<file path="src/rtl/morse_encoder_param.sv">
// Morse character transmitter: latches a dot/dash pattern and plays it on led
// with unit-timed marks, intra-character spaces and a trailing character gap.
module morse_encoder_param #(
   parameter int MAX_LEN     = 6,
   parameter int UNIT_CYCLES = 25000000,
   parameter int DASH_UNITS  = 3,
   parameter int GAP_UNITS   = 3,
   parameter int LW          = $clog2(MAX_LEN + 1)
) (
   input  logic               clk,
   input  logic               resetn,
   input  logic               start,
   input  logic               abort,
   input  logic               repeat_en,
   input  logic [MAX_LEN-1:0] pattern,
   input  logic [LW-1:0]      len,
   output logic               led,
   output logic               busy,
   output logic               done
);

   // Counter is sized for the longest single state so it can never wrap.
   localparam int MAX_UNITS  = (DASH_UNITS > GAP_UNITS) ? DASH_UNITS : GAP_UNITS;
   localparam int MAX_UNITS1 = (MAX_UNITS > 1) ? MAX_UNITS : 1;
   localparam int CNT_TOP    = MAX_UNITS1 * UNIT_CYCLES;
   localparam int CW         = (CNT_TOP > 1) ? $clog2(CNT_TOP) : 1;

   localparam logic [CW-1:0] DOT_LAST  = CW'(UNIT_CYCLES - 1);
   localparam logic [CW-1:0] DASH_LAST = CW'(DASH_UNITS * UNIT_CYCLES - 1);
   localparam logic [CW-1:0] GAP_LAST  = CW'(GAP_UNITS * UNIT_CYCLES - 1);

   typedef enum logic [1:0] {
      IDLE  = 2'd0,
      MARK  = 2'd1,
      SPACE = 2'd2,
      LGAP  = 2'd3
   } state_t;

   state_t               state_q, state_d;
   logic [CW-1:0]        cnt_q, cnt_d;
   logic [MAX_LEN-1:0]   shreg_q, shreg_d;
   logic [LW-1:0]        rem_q, rem_d;
   logic [MAX_LEN-1:0]   pat_q, pat_d;
   logic [LW-1:0]        len_q, len_d;
   logic                 led_q, led_d;
   logic                 busy_q, busy_d;
   logic                 done_q, done_d;

   logic [LW-1:0]        len_clamped;
   logic [CW-1:0]        mark_last;

   always_comb begin
      len_clamped = len;
      if (len > LW'(MAX_LEN)) begin
         len_clamped = LW'(MAX_LEN);
      end
   end

   // The symbol currently on air is always the MSB of the working shift register.
   assign mark_last = shreg_q[MAX_LEN-1] ? DASH_LAST : DOT_LAST;

   always_comb begin
      state_d = state_q;
      cnt_d   = cnt_q + CW'(1);
      shreg_d = shreg_q;
      rem_d   = rem_q;
      pat_d   = pat_q;
      len_d   = len_q;
      led_d   = led_q;
      busy_d  = busy_q;
      done_d  = 1'b0;

      case (state_q)
         IDLE: begin
            cnt_d = '0;
            if (start && (len != '0)) begin
               pat_d   = pattern;
               len_d   = len_clamped;
               shreg_d = pattern;
               rem_d   = len_clamped;
               state_d = MARK;
               led_d   = 1'b1;
               busy_d  = 1'b1;
            end
         end

         MARK: begin
            if (cnt_q == mark_last) begin
               cnt_d   = '0;
               led_d   = 1'b0;
               state_d = (rem_q == LW'(1)) ? LGAP : SPACE;
            end
         end

         SPACE: begin
            if (cnt_q == DOT_LAST) begin
               cnt_d   = '0;
               shreg_d = shreg_q << 1;
               rem_d   = rem_q - LW'(1);
               led_d   = 1'b1;
               state_d = MARK;
            end
         end

         LGAP: begin
            if (cnt_q == GAP_LAST) begin
               cnt_d = '0;
               if (repeat_en) begin
                  shreg_d = pat_q;
                  rem_d   = len_q;
                  led_d   = 1'b1;
                  state_d = MARK;
               end else begin
                  led_d   = 1'b0;
                  busy_d  = 1'b0;
                  done_d  = 1'b1;
                  state_d = IDLE;
               end
            end
         end

         default: begin
            cnt_d   = '0;
            led_d   = 1'b0;
            busy_d  = 1'b0;
            state_d = IDLE;
         end
      endcase

      // Abort wins over everything else, including a simultaneous start.
      if (abort) begin
         state_d = IDLE;
         cnt_d   = '0;
         led_d   = 1'b0;
         busy_d  = 1'b0;
         done_d  = 1'b0;
         shreg_d = shreg_q;
         rem_d   = rem_q;
         pat_d   = pat_q;
         len_d   = len_q;
      end
   end

   always_ff @(posedge clk or negedge resetn) begin
      if (!resetn) begin
         state_q <= IDLE;
         cnt_q   <= '0;
         shreg_q <= '0;
         rem_q   <= '0;
         pat_q   <= '0;
         len_q   <= '0;
         led_q   <= 1'b0;
         busy_q  <= 1'b0;
         done_q  <= 1'b0;
      end else begin
         state_q <= state_d;
         cnt_q   <= cnt_d;
         shreg_q <= shreg_d;
         rem_q   <= rem_d;
         pat_q   <= pat_d;
         len_q   <= len_d;
         led_q   <= led_d;
         busy_q  <= busy_d;
         done_q  <= done_d;
      end
   end

   assign led  = led_q;
   assign busy = busy_q;
   assign done = done_q;

endmodule

</file>
<file path="config.mk">
export PLATFORM = sky130hd
export DESIGN_NAME = morse_encoder_param
export DESIGN_NICKNAME = d
export VERILOG_FILES = /design/src/rtl/morse_encoder_param.sv
export SDC_FILE = /design/constraint.sdc
export NUM_CORES = 1
export LEC_CHECK = 0
export CAP_MARGIN = 20
export CORE_MARGIN = 2
export CORE_UTILIZATION = 53
export CTS_CLUSTER_SIZE = 8
export DETAILED_ROUTE_END_ITERATION = 7
export HOLD_SLACK_MARGIN = 0.12
export PLACE_DENSITY = 0.84
export SYNTH_ARGS = -nofsm -noshare
export SYNTH_HDL_FRONTEND = slang
export SYNTH_SLANG_ARGS = --single-unit
</file>
<file path="constraint.sdc">
create_clock -name clk -period 2.5 [get_ports clk]
set_clock_uncertainty 0.2 [all_clocks]
set_input_delay 0.5 -clock clk [delete_from_list [all_inputs] [get_ports clk]]
set_output_delay 0.5 -clock clk [all_outputs]
set_load 0.02 [all_outputs]
</file>
## Word-level counts from Yosys, hierarchy flattened

Index checks and enable logic that the tools add are counted.

| storage, ports and cells | value |
|---|---|
| logic and storage cells | 78 |
| input port bits | 14 |
| output and inout port bits | 3 |
| register bits | 50 |

| cells by class | value |
|---|---|
| order comparisons | 1 |
| multiplexer cells | 40 |
| equality and inequality tests | 16 |
| reductions and logical operators | 9 |
| add/subtract/negate cells | 2 |
| bitwise operators | 1 |

Operator list:

| cell | number |
|---|---|
| 27-bit 2-to-1 mux | 5 |
| 27-bit one-hot mux with 4 select lines | 1 |
| 27-bit by 1-bit adder with 27-bit output (second input constant) | 1 |
| 27-bit by 25-bit equality test with 1-bit output (second input constant) | 1 |
| 27-bit equality test | 1 |
| 27-bit equality test (second input constant) | 1 |
| 6-bit 2-to-1 mux | 4 |
| 6-bit one-hot mux with 3 select lines | 1 |
| 1-bit 2-to-1 mux | 15 |
| 3-bit 2-to-1 mux | 5 |
| 3-bit != test (second input constant) | 5 |
| 2-bit 2-to-1 mux | 5 |
| 3-bit one-hot mux with 3 select lines | 1 |
| 3-bit nonzero test | 3 |
| 2-bit != test (second input constant) | 4 |
| 2-bit one-hot mux with 4 select lines | 1 |
| 4-bit AND reduction | 2 |
| 6-bit AND reduction | 1 |
| 2-bit equality test (second input constant) | 2 |
| 1-bit one-hot mux with 4 select lines | 1 |
| 3-bit by 1-bit equality test with 1-bit output (second input constant) | 1 |
| 3-bit greater-than comparator (second input constant) | 1 |
| 3-bit AND reduction | 1 |
| 3-bit by 1-bit subtractor with 3-bit output (second input constant) | 1 |
| other kinds (5) | 5 |

## Longest topological paths before layout

Gate-level depths: netlist of the first run.

| depth | value |
|---|---|
| word-level depth | 5 |
| depth in mapped cells | 7 |
| depth with buffers taken out | 6 |

## Least setup slack after synthesis of the first run

OpenSTA, ideal clock, no wires.

| timing path | value |
|---|---|
| kind | register -> register |
| start point | reg cnt_q[8] |
| end point | reg rem_q[2] |
| arrival | 1998 ps |
| path buffers | 1 |
| clock period less this slack | 2323 ps |
| cell stages (with the launch flop) | 7 |
| library setup time | 125 ps |
| slack | 177 ps |
| data required time | 2175 ps |
| cells stage by stage | dfrtp_1 -> or4_4 -> nor4_4 -> and3_4 -> a31o_1 -> buf_6 -> mux2_4 |

| between the ends | value |
|---|---|
| cells in the longest elaborated chain, start to end | 3 |
| elaborated cells on any way between the ends | 5 |
| those cells by class | 4 x eq/ne; 1 x reduce/logical |

Ends and longest elaborated chain:

| item | RTL line | RTL |
|---|---|---|
| start: declaration | 40 | `logic [CW-1:0] cnt_q, cnt_d;` |
| start signal: assignment | 157 | `cnt_q <= cnt_d;` |
| 27-bit equality test / 27-bit by 25-bit equality test with 1-bit output (equally long branches) | 106, 96 |  |
| 2-bit != test (no line) | - |  |
| 6-bit AND reduction (no line) (*) | - |  |
| end signal: assignment | 159 | `rem_q <= rem_d;` |
| end: declaration | 42 | `logic [LW-1:0] rem_q, rem_d;` |

Every way passes the cells marked *; elsewhere a longest branch is shown, timed or not.
A chain may end at the register's enable or synchronous reset.

## Worst setup path in the final report of the first run

| timing path | value |
|---|---|
| start point | reg cnt_q[10] |
| end point | reg shreg_q[2] |

| between the ends | value |
|---|---|
| cells in the longest elaborated chain, start to end | 3 |
| elaborated cells on any way between the ends | 5 |
| those cells by class | 4 x eq/ne; 1 x reduce/logical |

Ends and longest elaborated chain:

| item | RTL line | RTL |
|---|---|---|
| 27-bit equality test / 27-bit by 25-bit equality test with 1-bit output (equally long branches) | 106, 96 |  |
| 2-bit != test (no line) | - |  |
| 6-bit AND reduction (no line) (*) | - |  |
| end signal: assignment | 158 | `shreg_q <= shreg_d;` |
| end: declaration | 41 | `logic [MAX_LEN-1:0] shreg_q, shreg_d;` |

Marked as above.

==> reports/results.ini, run 1 <==
[synthesis]
synth_top_area_cell = dfrtp_1
yosysMostFrequentCell = dfrtp_1
syn_inst = 281
syn-num-nets = 298
async_flop_share_pct = 100
synth_cell_types = 53
synth_top_area_share_pct = 44.4
synth_edf_count = 0
netlist_area_um2 = 2820
yosysSeqAreaShare_pct = 44.4
ys_top_cells_by_area = dfrtp_1 (44%), xnor2_1 (6.5%), nor3_1 (5.0%), mux2_2 (4.0%), nor2_1 (3.9%)
ys.flop_type = dfrtp_1
synth_warnings = 0
synth_area_per_cell_um2 = 10.0
synth_common_cells = dfrtp_1 (50), nor2_1 (29), nor3_1 (28)
ys_seq_elements = 50

[timing]
rsz0062_at_grt = false
timing.fmax_mhz = 430
slew_viol_final = 0
hold_violations = 0
max_slew_margin_pct = 64.3
whs_ns = 0.279
tightest_slew_ns = 0.536
fin_ws_ns = 0.174
setup_violations = 0
fin_crit_sh_pct = 93.0
period_needed_ns = 2.33

[finish]
antennaDiodeCount = 0
area_delta_synth_final_pct = 18.8
layout.nets = 335
drive_gt1_share_pct = 20.7
final_util_pct = 65.6

[die]
die-width_um = 76.9
dieArea_um2 = 5920
die_y_um = 76.9
initial_core_util_pct = 55.2
row_count = 26
pin_count = 17
coreArea_um2 = 5110

[global_routing]
grt_antenna_before_repair = 0
overflow = 0
grt_max_degree = 29
track_usage_pct = 22.1
grt_pass1_wl_um = 10500
first_global_vias = 2234

[setup_path]
critPathKind = reg -> reg
cp_slowest_stage_delay_ns = 0.56
critPathSlowestCell = or4_4
cp_max_fo = 8
critPathRequiredTime_ns = 2.49
startpoint_type = register
crit_arrival_ns = 2.32
end_kind = register
crit_path_cell_trace = or4_4, nor4_4, and3_4, a31o_4, mux2_4

[placement]
pre_cts_ws_ns = -0.226
dp_hpwl_um = 4320
numPortBuffers = 16
routabilityCongestion = 0.842

[clock_network]
clock-root-buffer = clkbuf_8
cts_buffers = 5
clk_latency_ns = 0.30
cts_tree = done
clock_path_buffers = 2
clock_sink_count = 50
clk_pin_slew_worst_paths_ns = 0.09
post_cts_buffers = 0
cts_max_level = 2

[routing]
vias_per_cell = 5.60
post_drt_wl_per_cell_um = 15.3
wl_um = 5950
postRouteAntennaNets = 0
routed-via-count = 2178
dr.first_iter.drc_count = 208
drtPass1Iterations = 4
drcViolationCount = 0

[pwr]
leakagePower_nw = 1.33
vdd_drop_max_mv = 0.300
p_per_area_nw_per_um2 = 746

[run_status]
outcome = finished, final reports clean

[hold_path]
hold_path_class = reg -> reg

[job]
maxCapViolCount = 0

-- final cells by class --
| class | count | area, µm² |
|---|---|---|
| inverter | 9 | 33.8 |
| multi-input combinational | 207 | 1470 |
| clock buffer | 7 | 86.3 |
| clock inverter | 1 | 5.00 |
| sequential | 50 | 1250 |
| timing repair buffer | 45 | 413 |
| tap | 70 | 87.6 |
| fill | 392 | 1760 |
-- kinds of logic after synthesis --
logic type | count (synthesis) | synth area share (%)
simple gates | 120 | 23.3
flops | 50 | 44.4
compound gates | 33 | 8.39
xor+xnor | 26 | 8.08
mux | 25 | 10.6
buf+inv | 24 | 3.91
fa+ha+maj | 3 | 1.33
-- worst max-delay path, delay by kind of cell, from the launching register on --
| family | cells | cell delay [ns] |
|---|---|---|
| simple gates | 3 | 1.03 |
| compound gates | 1 | 0.25 |
| mux | 1 | 0.32 |
| flops | 1 | 0.41 |
-- power by group --
group	total (mW)	switching, mW	internal [mW]
clock	0.492	0.268	0.224
combinational	0.866	0.413	0.453
sequential	1.14	0.146	0.995
-- stage by stage --
stage               power (mW)  TNS (ns)  area (µm²)  instances
floorplan                 1.76         0        2820        281
global placement          1.97     -1.61        3230        380
detailed placement        2.02     -1.94        3230        380
CTS                       2.51         0        3330        389
global route              2.65         0        3350        389
finish                    2.50         0        3350        389
-- cell usage in the layout, fill, tap and decap left out, types with 3 or more instances in the layout --
cell type,n
nand2_1,15
and2_1,3
xor2_1,5
a21oi_1,9
nor3_1,28
o21ai_0,5
ha_1,3
dfrtp_1,50
clkdlybuf4s50_1,15
nand3_1,13
buf_4,25
clkbuf_8,6
nand4_1,6
mux2_4,7
and3_1,3
nor2_1,29
mux2i_1,8
and4_1,3
buf_12,3
mux2_2,10
o211ai_1,3
inv_1,9
xnor2_1,21
-- final timing paths --
kind / from / cells after the start / slack (ns) / to
setup reg to reg: cnt_q[10] / 5 / 0.17 / shreg_q[2]
hold reg to reg: cnt_q[0] / 1 / 0.28 / cnt_q[0]
setup / recovery: cnt_q[10] / 5 / 0.17 / shreg_q[2]
hold / removal: cnt_q[0] / 1 / 0.28 / cnt_q[0]
min in group asynchronous: resetn / 2 / 0.52 / cnt_q[1]
max in group asynchronous: resetn / 3 / 1.05 / pat_q[1]
-- per-layer routing --
layer  vias up  part of all wire, %  global-route usage [%]
met5         -                    0                       0
met4         0                  1.6                    7.64
met3         9                  3.9                    3.76
met2        45                   50                    36.8
met1      1050                   45                    29.1
li1       1074                    -                       -
-- state kept, by name (all words and copies together) (netlist names) --
register / cells
led: 1
rem_q: 3
shreg_q: 6
cnt_q: 27
len_q: 3
busy: 1
state_q: 2
done: 1
pat_q: 6
-- repair_timing --
item | CTS | global route
hold endpoints to repair | 22 | 0
resized for setup | 1 | 2
endpoints found under the setup margin | 9 | 12
hold buffers | 1 | 0
(Power assumes the default switching activity.)
==> run 2, diff against run 1 <==
--- a/config.mk
+++ b/config.mk
@@ -6,9 +6,10 @@
 export NUM_CORES = 1
 export LEC_CHECK = 0
 export CAP_MARGIN = 20
-export CORE_MARGIN = 2
+export CORE_MARGIN = 4
 export CORE_UTILIZATION = 53
-export CTS_CLUSTER_SIZE = 8
+export CTS_CLUSTER_DIAMETER = 40
+export CTS_CLUSTER_SIZE = 28
 export DETAILED_ROUTE_END_ITERATION = 7
 export HOLD_SLACK_MARGIN = 0.12
 export PLACE_DENSITY = 0.84
==> reports/results.ini, run 2 (synthesized netlist as in run 1, its figures left out) <==
[global_routing]
track_usage_pct = 20.2
overflow = 0
first_global_vias = 2197
grt_pass1_wl_um = 10300
grt_max_degree = 29
grt_antenna_before_repair = 0

[pwr]
leakagePower_nw = 1.31
comb_power_share_pct = 35.3
power.switching_mw = 0.831
switching_share_pct = 33.2
vdd_drop_max_mv = 0.425
p_clk_share_pct = 19.4
p_per_area_nw_per_um2 = 751
p_int_mw = 1.67
seq_power_share_pct = 45.4

[finish]
largest-register = cnt_q
multi_input_area_um2 = 1480
seq_area_um2 = 1250
top_regs = cnt_q x27, pat_q x6, shreg_q x6
layout_commonest_cell = dfrtp_1
antennaDiodeCount = 0
largest_register_ff_count = 27
drive_gt1_share_pct = 19.6
area_delta_synth_final_pct = 18.1
layout_common_cells = dfrtp_1 (50), nor2_1 (29), nor3_1 (28)
layout.nets = 332
fillers = 402

[timing]
setup_violations = 0
hold_violations = 0
max_slew_margin_pct = 60.1
timing.fmax_mhz = 421
fin_crit_sh_pct = 95.0
rsz0062_at_grt = false
whs_ns = 0.267
period_needed_ns = 2.37
setup_tns_ns = 0
slew_viol_final = 0
tightest_slew_ns = 0.599

[die]
initial_core_util_pct = 54.8
die_y_um = 80.9
coreArea_um2 = 5140
pin_count = 17
dieArea_um2 = 6550
row_count = 26
die-width_um = 80.9

[routing]
dr.first_iter.drc_count = 158
top_layer = met4
postRouteAntennaNets = 0
drcViolationCount = 0
wl_um = 6100
drtPass1Iterations = 4
wl_met2_um = 3060
post_drt_wl_per_cell_um = 15.8
vias_per_cell = 5.68
drt-met1-wl_um = 2700
routed-via-count = 2193
wl_met3_um = 255

[clock_network]
clk_latency_ns = 0.30
cts_buffers = 5
clock-root-buffer = clkbuf_8
clk_pin_slew_worst_paths_ns = 0.09
cts_tree = done
clock_path_buffers = 2
cts_max_level = 2
post_cts_buffers = 0
clock_sink_count = 50

[placement]
routabilityCongestion = 0.896
numPortBuffers = 16
dp_hpwl_um = 4350

[hold_path]
hold_path_class = reg -> reg

[setup_path]
crit_arrival_ns = 2.39
startpoint_type = register
critPathKind = reg -> reg
path_buf_inv = 1
crit_path_cell_trace = or4_4, nor4_4, and3_4, a31o_4, buf_4, mux2i_1
end_kind = register
critPathSlowestCell = or4_4
cp_top_family = simple AND/OR/NAND/NOR gates
cp_slowest_stage_delay_ns = 0.55
cp_max_fo = 8
critPathRequiredTime_ns = 2.52

[job]
maxCapViolCount = 0

[run_status]
outcome = finished, final reports clean

==> run 2: layout make-up <==
class / count / area share (%)
clock buffers: 7 / 2.59
well taps: 70 / 2.63
inverters: 9 / 1.01
clock inverters: 1 / 0.150
repair buffers: 42 / 11.7
flip-flops and latches: 50 / 37.6
multi-input cells: 207 / 44.3
==> run 2: per-stage QoR <==
step	cells	power, mW	setup slack [ns]	utilization (%)	area, µm²
2_1_floorplan	281	1.76	0.177	-	2820
3_3_place_gp	377	1.97	-0.180	62.5	3210
3_5_place_dp	377	2.02	-0.238	62.5	3210
4_1_cts	386	2.51	0.0184	64.4	3310
5_1_grt	386	2.65	0.0469	64.8	3330
6_report	386	2.50	0.126	64.8	3330
==> run 2: what timing repair did <==
item | CTS | global route
pin swaps | 0 | 0
setup endpoints to repair | 9 | 14
hold endpoints to repair | 25 | 0
hold buffers | 1 | 0
resized for setup | 1 | 2
==> run 2: path summary, 6_finish.rpt <==
| kind | depth (start not counted) | endpoint | slack, ns | startpoint |
|---|---|---|---|---|
| min reg2reg | 1 | cnt_q[0] | 0.27 | cnt_q[0] |
| min | 1 | cnt_q[0] | 0.27 | cnt_q[0] |
| max reg2reg | 6 | rem_q[1] | 0.13 | cnt_q[8] |
| max in group asynchronous | 3 | rem_q[2] | 1.03 | resetn |
| max | 6 | rem_q[1] | 0.13 | cnt_q[8] |
| min in group asynchronous | 2 | cnt_q[20] | 0.54 | resetn |
==> run 2: routing by layer <==
metal | global-route usage (%) | vias to the layer above
met5 | 0 | -
met2 | 34.0 | 49
met3 | 4.10 | 7
li1 | - | 1069
met1 | 26.4 | 1068
met4 | 5.74 | 0
==> run 2: power by group through the flow <==
stage	registers (mW)	logic (mW)	clock network, mW
4_1_cts	1.13	0.880	0.496
3_3_place_gp	1.13	0.836	0
3_5_place_dp	1.15	0.876	0
2_1_floorplan	1.10	0.656	0
5_1_grt	1.16	0.966	0.528
6_report	1.13	0.882	0.484
